## config.mk

```make
export PLATFORM = sky130hd
export DESIGN_NAME = pool_stream_unit
export DESIGN_NICKNAME = d
export VERILOG_FILES = /design/src/rtl/pool_pkg.sv /design/src/rtl/pool_reduce_alu.sv /design/src/rtl/pool_stream_unit.sv
export SDC_FILE = /design/constraint.sdc
export NUM_CORES = 1
export LEC_CHECK = 0
export CAP_MARGIN = 0
export CORE_MARGIN = 2
export CORE_UTILIZATION = 40
export DETAILED_ROUTE_END_ITERATION = 6
export GPL_TIMING_DRIVEN = 0
export HOLD_SLACK_MARGIN = 0.03
export SLEW_MARGIN = 15
export SYNTH_ARGS = -nofsm -noshare
export SYNTH_HDL_FRONTEND = slang
export SYNTH_SLANG_ARGS = --single-unit
```

## constraint.sdc

```tcl
create_clock -name clk -period 7.94 [get_ports clk]
set_clock_uncertainty 0.2 [all_clocks]
set_input_delay 0.794 -clock clk [delete_from_list [all_inputs] [get_ports clk]]
set_output_delay 0.794 -clock clk [all_outputs]
set_load 0.02 [all_outputs]
```

## src/rtl/pool_pkg.sv

```systemverilog
// Shared types and constants for the streaming pooling unit.
// Elements are Q4.11; the arithmetic itself does not depend on the format.
package pool_pkg;

  localparam int DEFAULT_DATA_W = 16;
  localparam int FRAC_W         = 11;

  typedef enum logic {
    POOL_AVG = 1'b0,
    POOL_MAX = 1'b1
  } pool_mode_e;

  typedef enum logic {
    IDLE  = 1'b0,
    ACCUM = 1'b1
  } pool_state_e;

endpackage

```

## src/rtl/pool_reduce_alu.sv

```systemverilog
// One reduction step of a pooling window: running sum or running signed
// maximum.
module pool_reduce_alu
  import pool_pkg::*;
#(
  parameter int ACC_W = 18
) (
  input  logic signed [ACC_W-1:0] acc,
  input  logic signed [ACC_W-1:0] elem,
  input  pool_mode_e              mode,
  output logic signed [ACC_W-1:0] acc_next
);

  always_comb begin
    acc_next = acc + elem;
    if (mode == POOL_MAX) begin
      acc_next = (elem > acc) ? elem : acc;
    end
  end

endmodule

```

## src/rtl/pool_stream_unit.sv

```systemverilog
// Streaming pooling unit: reduces each group of WIN signed elements to one
// average or max result, held in a single output register.
module pool_stream_unit
  import pool_pkg::*;
#(
  parameter int DATA_W = DEFAULT_DATA_W,
  parameter int WIN    = 4
) (
  input  logic                     clk,
  input  logic                     rst_n,
  input  logic                     mode,
  input  logic                     clear,
  input  logic                     in_valid,
  output logic                     in_ready,
  input  logic signed [DATA_W-1:0] in_data,
  output logic                     out_valid,
  input  logic                     out_ready,
  output logic signed [DATA_W-1:0] out_data,
  output logic                     out_mode
);

  localparam int CNT_W  = $clog2(WIN);
  localparam int ACC_W  = DATA_W + CNT_W;
  // WIN == 1 gives a zero-width count; keep at least one bit of storage
  localparam int CNT_RW = (CNT_W < 1) ? 1 : CNT_W;

  pool_state_e              state, state_next;
  logic        [CNT_RW-1:0] cnt;
  logic signed [ACC_W-1:0]  acc, acc_next, alu_acc, elem_sext;
  pool_mode_e               mode_r, win_mode;
  logic                     accept, last;

  function automatic logic signed [DATA_W-1:0] pool_result(
    input logic signed [ACC_W-1:0] a,
    input pool_mode_e              m
  );
    logic signed [ACC_W-1:0] shifted;
    shifted = a >>> CNT_W;
    return (m == POOL_AVG) ? shifted[DATA_W-1:0] : a[DATA_W-1:0];
  endfunction

  assign in_ready  = !out_valid || out_ready;
  assign accept    = in_valid && in_ready;
  assign elem_sext = ACC_W'(in_data);
  assign last      = (cnt == CNT_RW'(WIN - 1));
  // The first element of a window both seeds the accumulator and picks the mode
  assign win_mode  = (state == IDLE) ? pool_mode_e'(mode) : mode_r;
  assign acc_next  = (state == IDLE) ? elem_sext : alu_acc;

  pool_reduce_alu #(
    .ACC_W(ACC_W)
  ) u_alu (
    .acc     (acc),
    .elem    (elem_sext),
    .mode    (mode_r),
    .acc_next(alu_acc)
  );

  always_comb begin
    state_next = state;
    if (clear) begin
      state_next = IDLE;
    end else if (accept) begin
      state_next = last ? IDLE : ACCUM;
    end
  end

  always_ff @(posedge clk or negedge rst_n) begin
    if (!rst_n) begin
      state <= IDLE;
    end else begin
      state <= state_next;
    end
  end

  always_ff @(posedge clk or negedge rst_n) begin
    if (!rst_n) begin
      cnt       <= '0;
      acc       <= '0;
      mode_r    <= POOL_AVG;
      out_valid <= 1'b0;
      out_data  <= '0;
      out_mode  <= 1'b0;
    end else begin
      if (out_valid && out_ready) begin
        out_valid <= 1'b0;
      end
      if (clear) begin
        cnt <= '0;
      end else if (accept) begin
        acc <= acc_next;
        if (state == IDLE) begin
          mode_r <= win_mode;
        end
        if (last) begin
          cnt       <= '0;
          out_data  <= pool_result(acc_next, win_mode);
          out_mode  <= win_mode;
          out_valid <= 1'b1;
        end else begin
          cnt <= cnt + CNT_RW'(1);
        end
      end
    end
  end

endmodule
```

==> results of run 1 <==
[path summary, 6_finish.rpt]
kind | start | endpoint | slack (ns)
max | in_data[15] | acc[0]$_DFFE_PN0P_ | 3.96
min | rst_n | out_data[11]$_DFFE_PN0P_ | 0.17
max reg2reg | acc[0]$_DFFE_PN0P_ | acc[16]$_DFFE_PN0P_ | 4.55
min reg2reg | out_mode$_DFFE_PN0P_ | out_mode$_DFFE_PN0P_ | 0.28
max in group asynchronous | rst_n | acc[4]$_DFFE_PN0P_ | 6.90
min in group clk | out_mode$_DFFE_PN0P_ | out_mode$_DFFE_PN0P_ | 0.28
[cells in the final DEF (no fill, tap or decap), types with 3 or more instances in the layout]
cell	Yosys	routed
nand2_1	46	46
dfrtp_1	40	40
clkdlybuf4s50_1	0	39
nor2_1	36	36
ha_1	36	36
inv_1	28	28
a21oi_1	25	25
nor3_1	18	18
clkbuf_1	16	16
o21ai_0	16	16
o22ai_1	12	12
o31ai_1	10	10
nor2b_1	9	9
nand3_1	8	8
o21ai_1	7	7
a211o_1	7	7
xnor2_1	7	7
clkbuf_8	0	7
nand2b_1	6	6
buf_2	5	6
a211oi_1	6	6
o211ai_1	6	6
o2111ai_1	6	6
xor2_1	6	6
nand4_1	5	5
a22oi_1	5	5
o21bai_1	5	5
a31oi_1	5	5
a21o_1	4	4
nor4_1	4	4
or2_2	4	4
or3_1	3	3
a221oi_1	3	3
o311ai_0	3	3
mux2_2	3	3
[power breakdown]
group,internal [mW],switching [mW]
Combinational,0.210,0.309
Sequential,0.245,0.0368
Clock,0.0774,0.0714
Total,0.532,0.417
[registers in the layout, summed over array words and instances, names as in the netlist]
| signal | flops |
|---|---|
| acc | 18 |
| cnt | 2 |
| mode_r | 1 |
| out_data | 16 |
| out_mode | 1 |
| out_valid | 1 |
| state | 1 |
[cells by family (layout without fill, tap and decap cells)]
kind of cell	after synthesis	count (layout)	synth area share, %
buffers and inverters	54	102	6.282
AO/OA/AOI/OAI	142	142	28.12
flip-flops	40	40	28.08
multiplexers	5	5	1.509
XOR/XNOR	13	13	3.194
adder cells (fa/ha/maj)	37	37	13.20
AND/OR/NAND/NOR	149	149	19.62
[final cells by class]
cell class	instances	area (sq um)
sequential	40	1001
tap	108	135.1
multi-input combinational	346	2340
buffer	25	115.1
inverter	29	108.9
fill	866	4467
clock buffer	7	96.34
timing repair buffer	41	415.4
[per-layer routing]
layer | up-vias | share of wire, % | wire length, um | GRT usage [%]
met5 | - | 0 | 0 | 0
met4 | 0 | 2.0 | 222 | 6.322
met3 | 18 | 5.7 | 629 | 2.004
met2 | 147 | 44 | 4844 | 36.37
met1 | 1668 | 48 | 5336 | 34.87
li1 | 1714 | - | - | -
[through the flow]
stage	hold slack (ns)	worst slack [ns]	instance area [sq um]	total power [mW]
CTS	0.1775	3.987	4212	0.9430
global placement	0.2634	3.714	4100	0.7856
finish	0.1750	3.955	4212	0.9495
global route	0.1846	3.824	4212	1.015
detailed placement	0.2769	3.701	4115	0.7901
floorplan	0.2694	4.805	3565	0.6275
==> results_dict.tcl, run 1 <==
set metrics [dict create \
    cts_buffer_depth 2 \
    wl_per_cell_um 18.51 \
    critPathBufInv 4 \
    yosys_warnings 0 \
    final.setup.tns_ns 0 \
    crit_family "buffers and inverters" \
    via_count 3547 \
    synth_top_area_share_pct 28.08 \
    synth_edf_count 0 \
    cts.sinks 40 \
    cts_tree "built" \
    finalMaxSlewViolations 0 \
    start_util_pct 41.08 \
    rsz0062_at_grt "false" \
    fin_util_pct 48.53 \
    fin_crit_sh_pct 50.18 \
    r2r_cells 10 \
    hpwl_um 8700 \
    ys_seq_area_share_pct 28.08 \
    power.density_mw_per_mm2 225.4 \
    synth.avg_cell_area_sq_um 8.102 \
    drive_above_1_share_pct 6.352 \
    synth.distinct_cells 62 \
    netlist_top_cells_count "nand2_1 (46), dfrtp_1 (40), ha_1 (36), nor2_1 (36), inv_1 (28)" \
    vdd_ir_drop_max_mv 0.1149 \
    syn_nets 499 \
    finalCriticalPeriod_ns 3.985 \
    hold_path.class "input port to asynchronous set/reset pin" \
    path_class "input port to register" \
    drtIter0Drc 290 \
    yosys-top-cells-area "dfrtp_1 (28%), ha_1 (13%), nand2_1 (4.8%)" \
    netlist_area_sq_mm 0.003565 \
    die_h_um 98.40 \
    crit_required_ns 7.98 \
    row_count 34 \
    dr.pass1.iters 5 \
    max_slew.worst_pin.slew_ns 0.8313 \
    clkSlewWorstSetupHoldPaths_ns 0.08 \
    clockRootBuffer "clkbuf_8" \
    fin_cells 596 \
    synth_most_common_cell "nand2_1" \
    grt_pass1_wl_um 18130 \
    ant_nets 0 \
    fmax_mhz 251.0 \
    crit_fanout 10 \
    maxSlewHeadroom_pct 43.88 \
    maxCapViolations 0 \
    grt_usage_pct 23.37 \
    slowest_stage "o311ai_0" \
    dp_cells 589 \
    slowest_delay_ns 0.65 \
    hold_violations 0 \
    setup_viol 0 \
    drc 0 \
    cts_resized 0 \
    synth_top_cell_by_area "dfrtp_1" \
    start_kind "input port" \
    grt_max_degree 30 \
    finalWirelength_um 11030 \
    gp_congestion 0.9046 \
    worstPathArrival_ns 4.02 \
    syn-instance-count 440 \
    diodes 0 \
    end_kind "register" \
    die_x_um 98.40 \
    synthFlopType "dfrtp_1" \
    antenna_found_initial 0 \
    p_leak_nw 1.852 \
    io_buffer_count 40 \
    syn_to_final_growth_pct 18.15 \
    vias_per_cell 5.951 \
    nNetsFinal 547 \
    fp.dieArea_sq_mm 0.009683 \
    status "completed" \
    grt_pass1_vias 3378 \
    crit_cells 11 \
    holdBufCountCts 0 \
    cts_buffers 5 \
    postCtsSetupBuffers 0 \
    ios 41 \
    postSynth.asyncResetShare_pct 100.0 \
    cts_max_level 2 \
    synth_seq_cells 40 \
    coreArea_sq_mm 0.008678 \
    crit_chain "clkdlybuf4s50_1 -> ha_1 -> buf_2 -> nand4_1 -> nor3_1 -> a211oi_2 -> or2_1 -> buf_4 -> buf_6 -> o311ai_0 -> mux2_2" \
    clock_latency_ns 0.30 \
    overflow 0 \
]
(Power assumes the default switching activity.)
==> inputs of run 2 (changes only) <==
==> constraint.sdc (replaced) <==
create_clock -name clk -period 4 [get_ports clk]
set_clock_uncertainty 0.2 [all_clocks]
set_input_delay 0.4 -clock clk [delete_from_list [all_inputs] [get_ports clk]]
set_output_delay 0.4 -clock clk [all_outputs]
set_load 0.02 [all_outputs]
==> run 2 against run 1 <==
Net effect: clock power increased by 97%; wire length decreased by 0.13%; flip-flop and latch count unchanged; utilization increased by 0.12 points; register-to-register slack got worse by 3.9 ns; sequential power increased by 99%; cell area increased by 0.24%; first-iteration DRC count increased by 5.9%; count of clock-buffer cells in the layout unchanged; die area unchanged; critical path type unchanged; largest cell class unchanged.
==> results_dict.tcl, run 2 (same netlist as run 1, synthesis figures left out) <==
set metrics [dict create \
    status "completed" \
    drive_above_1_share_pct 6.339 \
    drtIter0Drc 307 \
    path_class "input port to register" \
    cts_buffers 5 \
    clockRootBuffer "clkbuf_8" \
    cts_buffer_depth 2 \
    grt_pass1_vias 3384 \
    antenna_found_initial 0 \
    cts_resized 0 \
    power_mw 1.883 \
    final_common_cell "nand2_1" \
    rsz0062_at_grt "false" \
    finalWirelength_um 11020 \
    hold_path.class "register to register" \
    reg.largest.list "acc x18, out_data x16, cnt x2" \
    vias_per_cell 5.921 \
    cts_tree "built" \
    cts.sinks 40 \
    io_buffer_count 40 \
    grt_max_degree 30 \
    mostFrequentLayoutCells "nand2_1 (46), dfrtp_1 (40), clkdlybuf4s50_1 (39), nor2_1 (36), ha_1 (36)" \
    syn_to_final_growth_pct 18.43 \
    final.setup.tns_ns 0 \
    die_h_um 98.40 \
    wl_per_cell_um 18.46 \
    maxCapViolations 0 \
    worstPathArrival_ns 3.63 \
    diodes 0 \
    r2r_slack_ns 0.63 \
    gp_congestion 0.9046 \
    ant_nets 0 \
    crit_required_ns 4.04 \
    fmax_mhz 278.6 \
    hpwl_um 8700 \
    top_register "acc" \
    nNetsFinal 548 \
    clkSlewWorstSetupHoldPaths_ns 0.08 \
    cts_max_level 2 \
    hold_violations 0 \
    power.density_mw_per_mm2 446.0 \
    drc 0 \
    end_kind "register" \
    ios 41 \
    finalCriticalPeriod_ns 3.589 \
    maxSlewHeadroom_pct 47.92 \
    fin_hold_ws_ns 0.2826 \
    fp.dieArea_sq_mm 0.009683 \
    largest_reg_flops 18 \
    postCtsSetupBuffers 0 \
    via_count 3535 \
    p_leak_nw 1.856 \
    fin_crit_sh_pct 89.72 \
    row_count 34 \
    finalMaxSlewViolations 0 \
    vdd_ir_drop_max_mv 0.2290 \
    dr.pass1.iters 5 \
    crit_fanout 10 \
    start_kind "input port" \
    grt_pass1_wl_um 18140 \
    die_x_um 98.40 \
    clock_latency_ns 0.30 \
    coreArea_sq_mm 0.008678 \
    setup_viol 0 \
    start_util_pct 41.08 \
    max_slew.worst_pin.slew_ns 0.7715 \
    nFillCells 869 \
    holdBufCountCts 1 \
    overflow 0 \
    fin_util_pct 48.64 \
    grt_usage_pct 23.39 \
]
[run 2: cell count changes in the layout (fill, tap and decap cells not counted), sizes merged]
cell	previous run	this run
dlygate4sd3	0	1
[run 2: stage by stage]
stage	cells	setup slack, ns	cell area, sq um
after floorplan	440	1.259	3565
after global placement	588	0.1683	4100
after detailed placement	589	0.1551	4115
after CTS	597	0.4406	4222
after global routing	597	0.2779	4222
final	597	0.4111	4222
[run 2: where the power goes]
part / switching, mW / internal [mW] / leakage [nW]
registers: 0.0729 / 0.485 / 0.510
logic: 0.612 / 0.418 / 1.30
clock network: 0.141 / 0.154 / 0.0503
total: 0.826 / 1.06 / 1.86
[run 2: cell type report]
class / instances / area, sq um / area share (%)
Buffer: 25 / 115.1 / 2.727
Clock buffer: 7 / 96.34 / 2.282
Inverter: 29 / 108.9 / 2.579
Multi-Input combinational cell: 346 / 2340 / 55.42
Sequential cell: 40 / 1001 / 23.71
Tap cell: 108 / 135.1 / 3.201
Timing Repair Buffer: 42 / 425.4 / 10.08
[run 2: critical path, cell delays in order]
cell             delay (ns)
clkdlybuf4s50_1        0.57
ha_1                   0.36
buf_2                  0.16
nand4_1                0.14
nor3_1                 0.35
a211oi_2               0.14
or2_1                  0.23
buf_4                  0.18
buf_6                  0.15
o311ai_0               0.65
mux2_2                 0.29
[run 2: path summary, 6_finish.rpt]
| path | from | end | depth (start not counted) |
|---|---|---|---|
| min in group asynchronous | rst_n | out_data[11]$_DFFE_PN0P_ | 2 |
| min reg2reg | out_mode$_DFFE_PN0P_ | out_mode$_DFFE_PN0P_ | 2 |
| max in group asynchronous | rst_n | acc[2]$_DFFE_PN0P_ | 3 |
| max | in_data[15] | acc[0]$_DFFE_PN0P_ | 11 |
| min | out_mode$_DFFE_PN0P_ | out_mode$_DFFE_PN0P_ | 2 |
| max reg2reg | acc[0]$_DFFE_PN0P_ | acc[16]$_DFFE_PN0P_ | 10 |
[run 2: per-layer routing]
metal | global-route usage, % | up-vias | part of all wire (%)
met4 | 6.322 | 0 | 1.6
li1 | - | 1710 | -
met1 | 34.87 | 1664 | 48
met5 | 0 | - | 0
met3 | 2.004 | 14 | 5.6
met2 | 36.42 | 147 | 45
